`config.mk`:
```
export PLATFORM = sky130hd
export DESIGN_NAME = sseg_display_ctrl_flat
export DESIGN_NICKNAME = d
export VERILOG_FILES = /design/src/rtl/sseg_display_ctrl_if.sv /design/src/rtl/sseg_display_ctrl.sv /design/src/flat_wrapper.sv
export SDC_FILE = /design/constraint.sdc
export NUM_CORES = 1
export LEC_CHECK = 0
export CAP_MARGIN = 0
export CORE_ASPECT_RATIO = 0.7
export CORE_MARGIN = 1.5
export CORE_UTILIZATION = 25
export CTS_BUF_LIST = sky130_fd_sc_hd__clkbuf_4
export CTS_CLUSTER_SIZE = 40
export DETAILED_ROUTE_END_ITERATION = 12
export PLACE_DENSITY = 0.42
export SLEW_MARGIN = 20
export SYNTH_ARGS = -nofsm -noshare
export SYNTH_HDL_FRONTEND = slang
export SYNTH_SLANG_ARGS = --single-unit
```
`constraint.sdc`:
```
create_clock -name clk_in -period 6.1 [get_ports clk_in]
set_input_delay 1.22 -clock clk_in [delete_from_list [all_inputs] [get_ports clk_in]]
set_output_delay 1.22 -clock clk_in [all_outputs]
set_load 0.005 [all_outputs]
```
`src/rtl/sseg_display_ctrl_if.sv`:
```
// Handshake and display bus between the CPU/debug requesters and sseg_display_ctrl.
// Signal names match the original port list so existing connections carry over unchanged.
interface sseg_display_ctrl_if #(
   parameter int WIDTH = 32
);
   logic             cpu_valid_in;
   logic [WIDTH-1:0] cpu_data_in;
   logic             cpu_ready_out;
   logic             dbg_valid_in;
   logic [WIDTH-1:0] dbg_data_in;
   logic             dbg_ready_out;
   logic [WIDTH-1:0] data_out;
   logic             src_out;

   modport master (
      output cpu_valid_in, cpu_data_in, dbg_valid_in, dbg_data_in,
      input  cpu_ready_out, dbg_ready_out, data_out, src_out
   );

   modport slave (
      input  cpu_valid_in, cpu_data_in, dbg_valid_in, dbg_data_in,
      output cpu_ready_out, dbg_ready_out, data_out, src_out
   );
endinterface

```
`src/rtl/sseg_display_ctrl.sv`:
```
// Seven-segment display word source: round-robin CPU/debug arbitration, with a debug word
// held on display for HOLD_CLKS clocks before the display reverts to the latest CPU word.
module sseg_display_ctrl #(
   parameter int WIDTH     = 32,
   parameter int HOLD_CLKS = 100000000
) (
   input  logic                clk_in,
   input  logic                rst_low_in,
   sseg_display_ctrl_if.slave  bus
);
   localparam int CW = $clog2(HOLD_CLKS) + 1;
   localparam logic [CW-1:0] HOLD_LAST = CW'(HOLD_CLKS - 1);

   typedef enum logic {SHOW_CPU, SHOW_DBG} state_t;
   typedef enum logic {GRANT_CPU, GRANT_DBG} grant_t;

   state_t           state, state_next;
   grant_t           last_grant;
   logic [CW-1:0]    hold_cnt, hold_next;
   logic [WIDTH-1:0] cpu_reg, cpu_next;
   logic [WIDTH-1:0] dbg_reg, dbg_next;
   logic [WIDTH-1:0] data_reg, data_next;
   logic             src_reg, src_next;
   logic             cpu_ready, dbg_ready;
   logic             cpu_xfer, dbg_xfer;

   // Readies are gated by the reset input so nothing is accepted while reset is asserted.
   always_comb begin
      cpu_ready = 1'b0;
      dbg_ready = 1'b0;
      if (rst_low_in) begin
         cpu_ready = bus.cpu_valid_in && (!bus.dbg_valid_in || last_grant == GRANT_DBG);
         dbg_ready = bus.dbg_valid_in && (!bus.cpu_valid_in || last_grant == GRANT_CPU);
      end
   end

   assign cpu_xfer          = cpu_ready && bus.cpu_valid_in;
   assign dbg_xfer          = dbg_ready && bus.dbg_valid_in;
   assign bus.cpu_ready_out = cpu_ready;
   assign bus.dbg_ready_out = dbg_ready;
   assign bus.data_out      = data_reg;
   assign bus.src_out       = src_reg;

   always_ff @(posedge clk_in or negedge rst_low_in) begin
      if (!rst_low_in) begin
         state    <= SHOW_CPU;
         hold_cnt <= '0;
      end else begin
         state    <= state_next;
         hold_cnt <= hold_next;
      end
   end

   always_comb begin
      state_next = state;
      hold_next  = '0;
      case (state)
         SHOW_CPU: begin
            if (dbg_xfer) state_next = SHOW_DBG;
         end
         SHOW_DBG: begin
            if (dbg_xfer) begin
               hold_next = '0;
            end else if (hold_cnt == HOLD_LAST) begin
               state_next = SHOW_CPU;
            end else begin
               hold_next = hold_cnt + 1'b1;
            end
         end
         default: state_next = SHOW_CPU;
      endcase
   end

   // Display follows next-state values so an accepted word shows one cycle after its transfer.
   always_comb begin
      cpu_next  = cpu_xfer ? bus.cpu_data_in : cpu_reg;
      dbg_next  = dbg_xfer ? bus.dbg_data_in : dbg_reg;
      src_next  = (state_next == SHOW_DBG);
      data_next = src_next ? dbg_next : cpu_next;
   end

   always_ff @(posedge clk_in or negedge rst_low_in) begin
      if (!rst_low_in) begin
         cpu_reg    <= '0;
         dbg_reg    <= '0;
         data_reg   <= '0;
         src_reg    <= 1'b0;
         last_grant <= GRANT_DBG;
      end else begin
         cpu_reg  <= cpu_next;
         dbg_reg  <= dbg_next;
         data_reg <= data_next;
         src_reg  <= src_next;
         if (cpu_xfer)      last_grant <= GRANT_CPU;
         else if (dbg_xfer) last_grant <= GRANT_DBG;
      end
   end
endmodule

```
`src/flat_wrapper.sv`:
```
// flat-port wrapper written by rule: the top's interface ports become plain ports
module sseg_display_ctrl_flat 
#(
   parameter int WIDTH     = 32,
   parameter int HOLD_CLKS = 100000000
)
  (clk_in, rst_low_in, bus_cpu_valid_in, bus_cpu_data_in, bus_dbg_valid_in, bus_dbg_data_in, bus_cpu_ready_out, bus_dbg_ready_out, bus_data_out, bus_src_out);
  sseg_display_ctrl_if #(.WIDTH(WIDTH)) bus_i ();
  input  logic clk_in;
  input  logic rst_low_in;
  input wire logic [$bits(bus_i.cpu_valid_in)-1:0] bus_cpu_valid_in;
  input wire logic [$bits(bus_i.cpu_data_in)-1:0] bus_cpu_data_in;
  input wire logic [$bits(bus_i.dbg_valid_in)-1:0] bus_dbg_valid_in;
  input wire logic [$bits(bus_i.dbg_data_in)-1:0] bus_dbg_data_in;
  output wire logic [$bits(bus_i.cpu_ready_out)-1:0] bus_cpu_ready_out;
  output wire logic [$bits(bus_i.dbg_ready_out)-1:0] bus_dbg_ready_out;
  output wire logic [$bits(bus_i.data_out)-1:0] bus_data_out;
  output wire logic [$bits(bus_i.src_out)-1:0] bus_src_out;
  assign bus_i.cpu_valid_in = bus_cpu_valid_in;
  assign bus_i.cpu_data_in = bus_cpu_data_in;
  assign bus_i.dbg_valid_in = bus_dbg_valid_in;
  assign bus_i.dbg_data_in = bus_dbg_data_in;
  assign bus_cpu_ready_out = bus_i.cpu_ready_out;
  assign bus_dbg_ready_out = bus_i.dbg_ready_out;
  assign bus_data_out = bus_i.data_out;
  assign bus_src_out = bus_i.src_out;
  sseg_display_ctrl #(.WIDTH(WIDTH), .HOLD_CLKS(HOLD_CLKS)) u_core (.clk_in(clk_in), .rst_low_in(rst_low_in), .bus(bus_i));
endmodule
```
==> out/results.tsv <==
stage	metric	value	unit
critical_path	CP Data Arrival Time	2.75	ns
logic_synthesis	Synth Register Bits	126	
placed_design	Detailed Place HPWL	7.64	mm
sta	count of final max-slew check failures	0	
detailed_routing	Vias	3290	
pwr	part of the power in registers	50.5	%
global_route	first-pass GRT wire length	19.0	mm
cells_and_area	Filler Cells Inserted	1964	
logic_synthesis	Async SR Flop Fraction	100	%
pwr	combinational cell fraction of total power	16.9	%
pwr	switching pwr	518	uW
sta	Slew HR	35.5	%
global_route	met2 Use GR	17.6	%
critical_path	Worst Setup End Kind	output pin	
cells_and_area	post-route cell area	6650	sq um
global_route	total track usage	12.3	%
cells_and_area	Storage cell area	3150	sq um
logic_synthesis	Syn Area/Cell	12.0	sq um
pwr	clock share of power	32.6	%
logic_synthesis	synthesized netlist net count	485	
placed_design	I/O Buffers	102	
detailed_routing	vias per std cell	4.09	
logic_synthesis	Post-synth EDFFs	0	
die	die area	20800	sq um
die	core area	19200	sq um
clock_network	CTS H-tree depth	4	
clock_network	clock-pin slew on the worst setup and hold paths	0.12	ns
pwr	maximum vdd ir drop	117	uV
pwr	total power	2.03	mW
placed_design	GPL Wtd Cong	0.702	
die	Die Ht	121	microns
global_route	most used routing layer	met2	
sta	Setup violations, final	0	
cells_and_area	fraction of layout instances using a drive strength above 1	14.8	%
pwr	sw frac	25.5	%
die	Starting Density	25.9	%
global_route	met3 Resource Use GR	6.26	%
global_route	grt met1 use	16.2	%
critical_path	Reg2Reg Capture Point	u_core.bus.data_out[7]$_DFF_PN0_	
clock_network	Clock Tree Buf Depth	2	
clock_network	PostCTS Resize Cnt	0	
detailed_routing	Routed Antenna Nets	0	
cells_and_area	Multi-input gate area	1750	sq um
critical_path	FF-to-FF path depth	7	
critical_path	CP max FO	8	
logic_synthesis	sequential fraction of the synthesis area	63.3	%
detailed_routing	Routed WL per cell	14.6	microns
critical_path	reg2reg setup slack	2.84	ns
die	die width	172	microns
pwr	internal power	1.51	mW
critical_path	RR Startpoint	u_core.hold_cnt[0]$_DFF_PN0_	
logic_synthesis	Netlist cell types	27	
detailed_routing	overall routed net length	11.7	mm
sta	setup total negative slack	0	ns
clock_network	CTS Sinks	126	
logic_synthesis	most frequent cell after synthesis	dfrtp_1	
cells_and_area	Ant. Diodes	0	
global_route	total grt overflow	0	
sta	Worst Max-Slew Pin Slew	0.965	ns
global_route	largest net degree at the start of global routing	67	
logic_synthesis	synth cell count leaders	dfrtp_1 (125), nand2_1 (104), mux2_2 (35), nor2_1 (34), mux2_1 (29)	
worst_hold_path	min-delay src	u_core.dbg_reg[9]$_DFF_PN0_	
status	status	completed	
cells_and_area	Nets	597	
global_route	initial antenna violation count	1	
logic_synthesis	synthesized area	4980	sq um
logic_synthesis	Synth top area share	62.8	%
logic_synthesis	Most used DFF post-synth	dfrtp_1	
sta	fin crit share	65.0	%
detailed_routing	first-pass detailed-route iteration total	4	
sta	Final Hold Vio Count	0	
sta	achievable frequency	252	MHz
worst_hold_path	Hold Crit Depth	2	
sta	Clock Skews	0.0224	ns
logic_synthesis	synth top area cells	dfrtp_1 (63%), mux2_2 (7.9%), nand2_1 (7.8%), mux2_1 (6.6%), xor2_1 (3.2%)	
sta	hold_ws	0.479	ns
placed_design	DP Area	6310	sq um
worst_hold_path	HP Class	reg2reg	
clock_network	Num CTS Buffers	17	
flow_run	Max Cap Viol	0	
die	# rows	42	
sta	unrepaired setup endpoints after global routing	false	
critical_path	Crit Path Class	in2out	
logic_synthesis	Synthesis Warnings	0	
logic_synthesis	Yosys top cell by area	dfrtp_1	
sta	Tmin final	3.97	ns
clock_network	CTS tree	done	
clock_network	CTS root buf	clkbuf_4	
clock_network	hold_buf cts	0	
pwr	Leakage	2.98	nW
global_route	vias in the first global route	3656	
die	Top Ports	103	
detailed_routing	DRC viols	0	
critical_path	Worst Setup Start Kind	primary input	
cells_and_area	Area Growth Syn to Fin	33.4	%
clock_network	Clk Latency, worst-skew pair	0.53	ns
clock_network	post-CTS setup buffer count	0	
pwr	Pwr Density	305	nW/um^2
logic_synthesis	Syn Inst Count	416	
worst_hold_path	Hold Path End	u_core.dbg_reg[9]$_DFF_PN0_	
detailed_routing	first-iteration detailed-routing DRC count	125	
critical_path	worst path required time	4.88	ns
-- critical path, cell delays in order --
cell and delay, ns:
clkdlybuf4s50_1 0.53, nand2_1 0.08, a21o_1 0.17, clkinv_1 0.19
clkdlybuf4s50_1 0.55
-- cells in the final DEF, fill, tap and decap left out, types with 7 or more instances in the layout --
cell type / count
nand2_1: 104
clkbuf_4: 19
nor2_1: 34
clkdlybuf4s50_1: 101
mux2_2: 35
xnor2_1: 8
nand4_1: 11
nand3_1: 11
xor2_1: 18
dfrtp_1: 125
mux2_1: 29
buf_4: 7
-- cell type report --
type,instances,share of cell area (%)
flip-flops and latches,126,47.4
inverters,6,0.339
well taps,264,4.97
clock buffers,19,2.14
clock inverters,13,2.84
multi-input cells,269,26.3
repair buffers,108,16.0
-- cells by family after synthesis --
logic type                 after synthesis  share of synthesized area [%]
AOI/OAI and AO/OA                        4                          0.678
xor gates and xnor gates                26                           4.57
adders and majority gates                1                          0.251
buffers and inverters                   21                           2.08
DFF                                    126                           63.3
muxes                                   64                           14.5
and+or+nand+nor                        174                           14.7
-- metal layers --
metal | share of wire [%] | vias up
met5 | 0.11 | -
met4 | 0.69 | 2
met3 | 8.6 | 12
met2 | 40 | 83
met1 | 50 | 1601
li1 | - | 1592
-- worst max-delay path by stage --
stage	to	from	slack (ns)	cells past startpoint
after floorplan	bus_dbg_ready_out	rst_low_in	2.89	5
after global placement	bus_dbg_ready_out	bus_dbg_valid_in	2.11	5
after detailed placement	bus_dbg_ready_out	bus_dbg_valid_in	2.13	5
after CTS	bus_dbg_ready_out	bus_dbg_valid_in	2.11	5
after global routing	bus_dbg_ready_out	bus_dbg_valid_in	2.05	5
final	bus_dbg_ready_out	bus_dbg_valid_in	2.13	5
-- per-stage QoR --
step	util [%]	worst slack, ns	std cells
global placement	32.8	2.11	773
detailed placement	32.8	2.13	773
floorplan	-	2.89	416
finish	34.6	2.13	805
CTS	34.6	2.11	805
global route	34.6	2.05	805
-- power by group through the flow --
stage	Clock, mW	Sequential (mW)	Combinational (mW)
detailed placement	0	1.04	0.349
finish	0.661	1.02	0.343
floorplan	0	1.03	0.155
global placement	0	1.04	0.344
global route	0.719	1.04	0.385
CTS	0.688	1.03	0.351
Note: power is estimated with default switching activity, not from simulation.
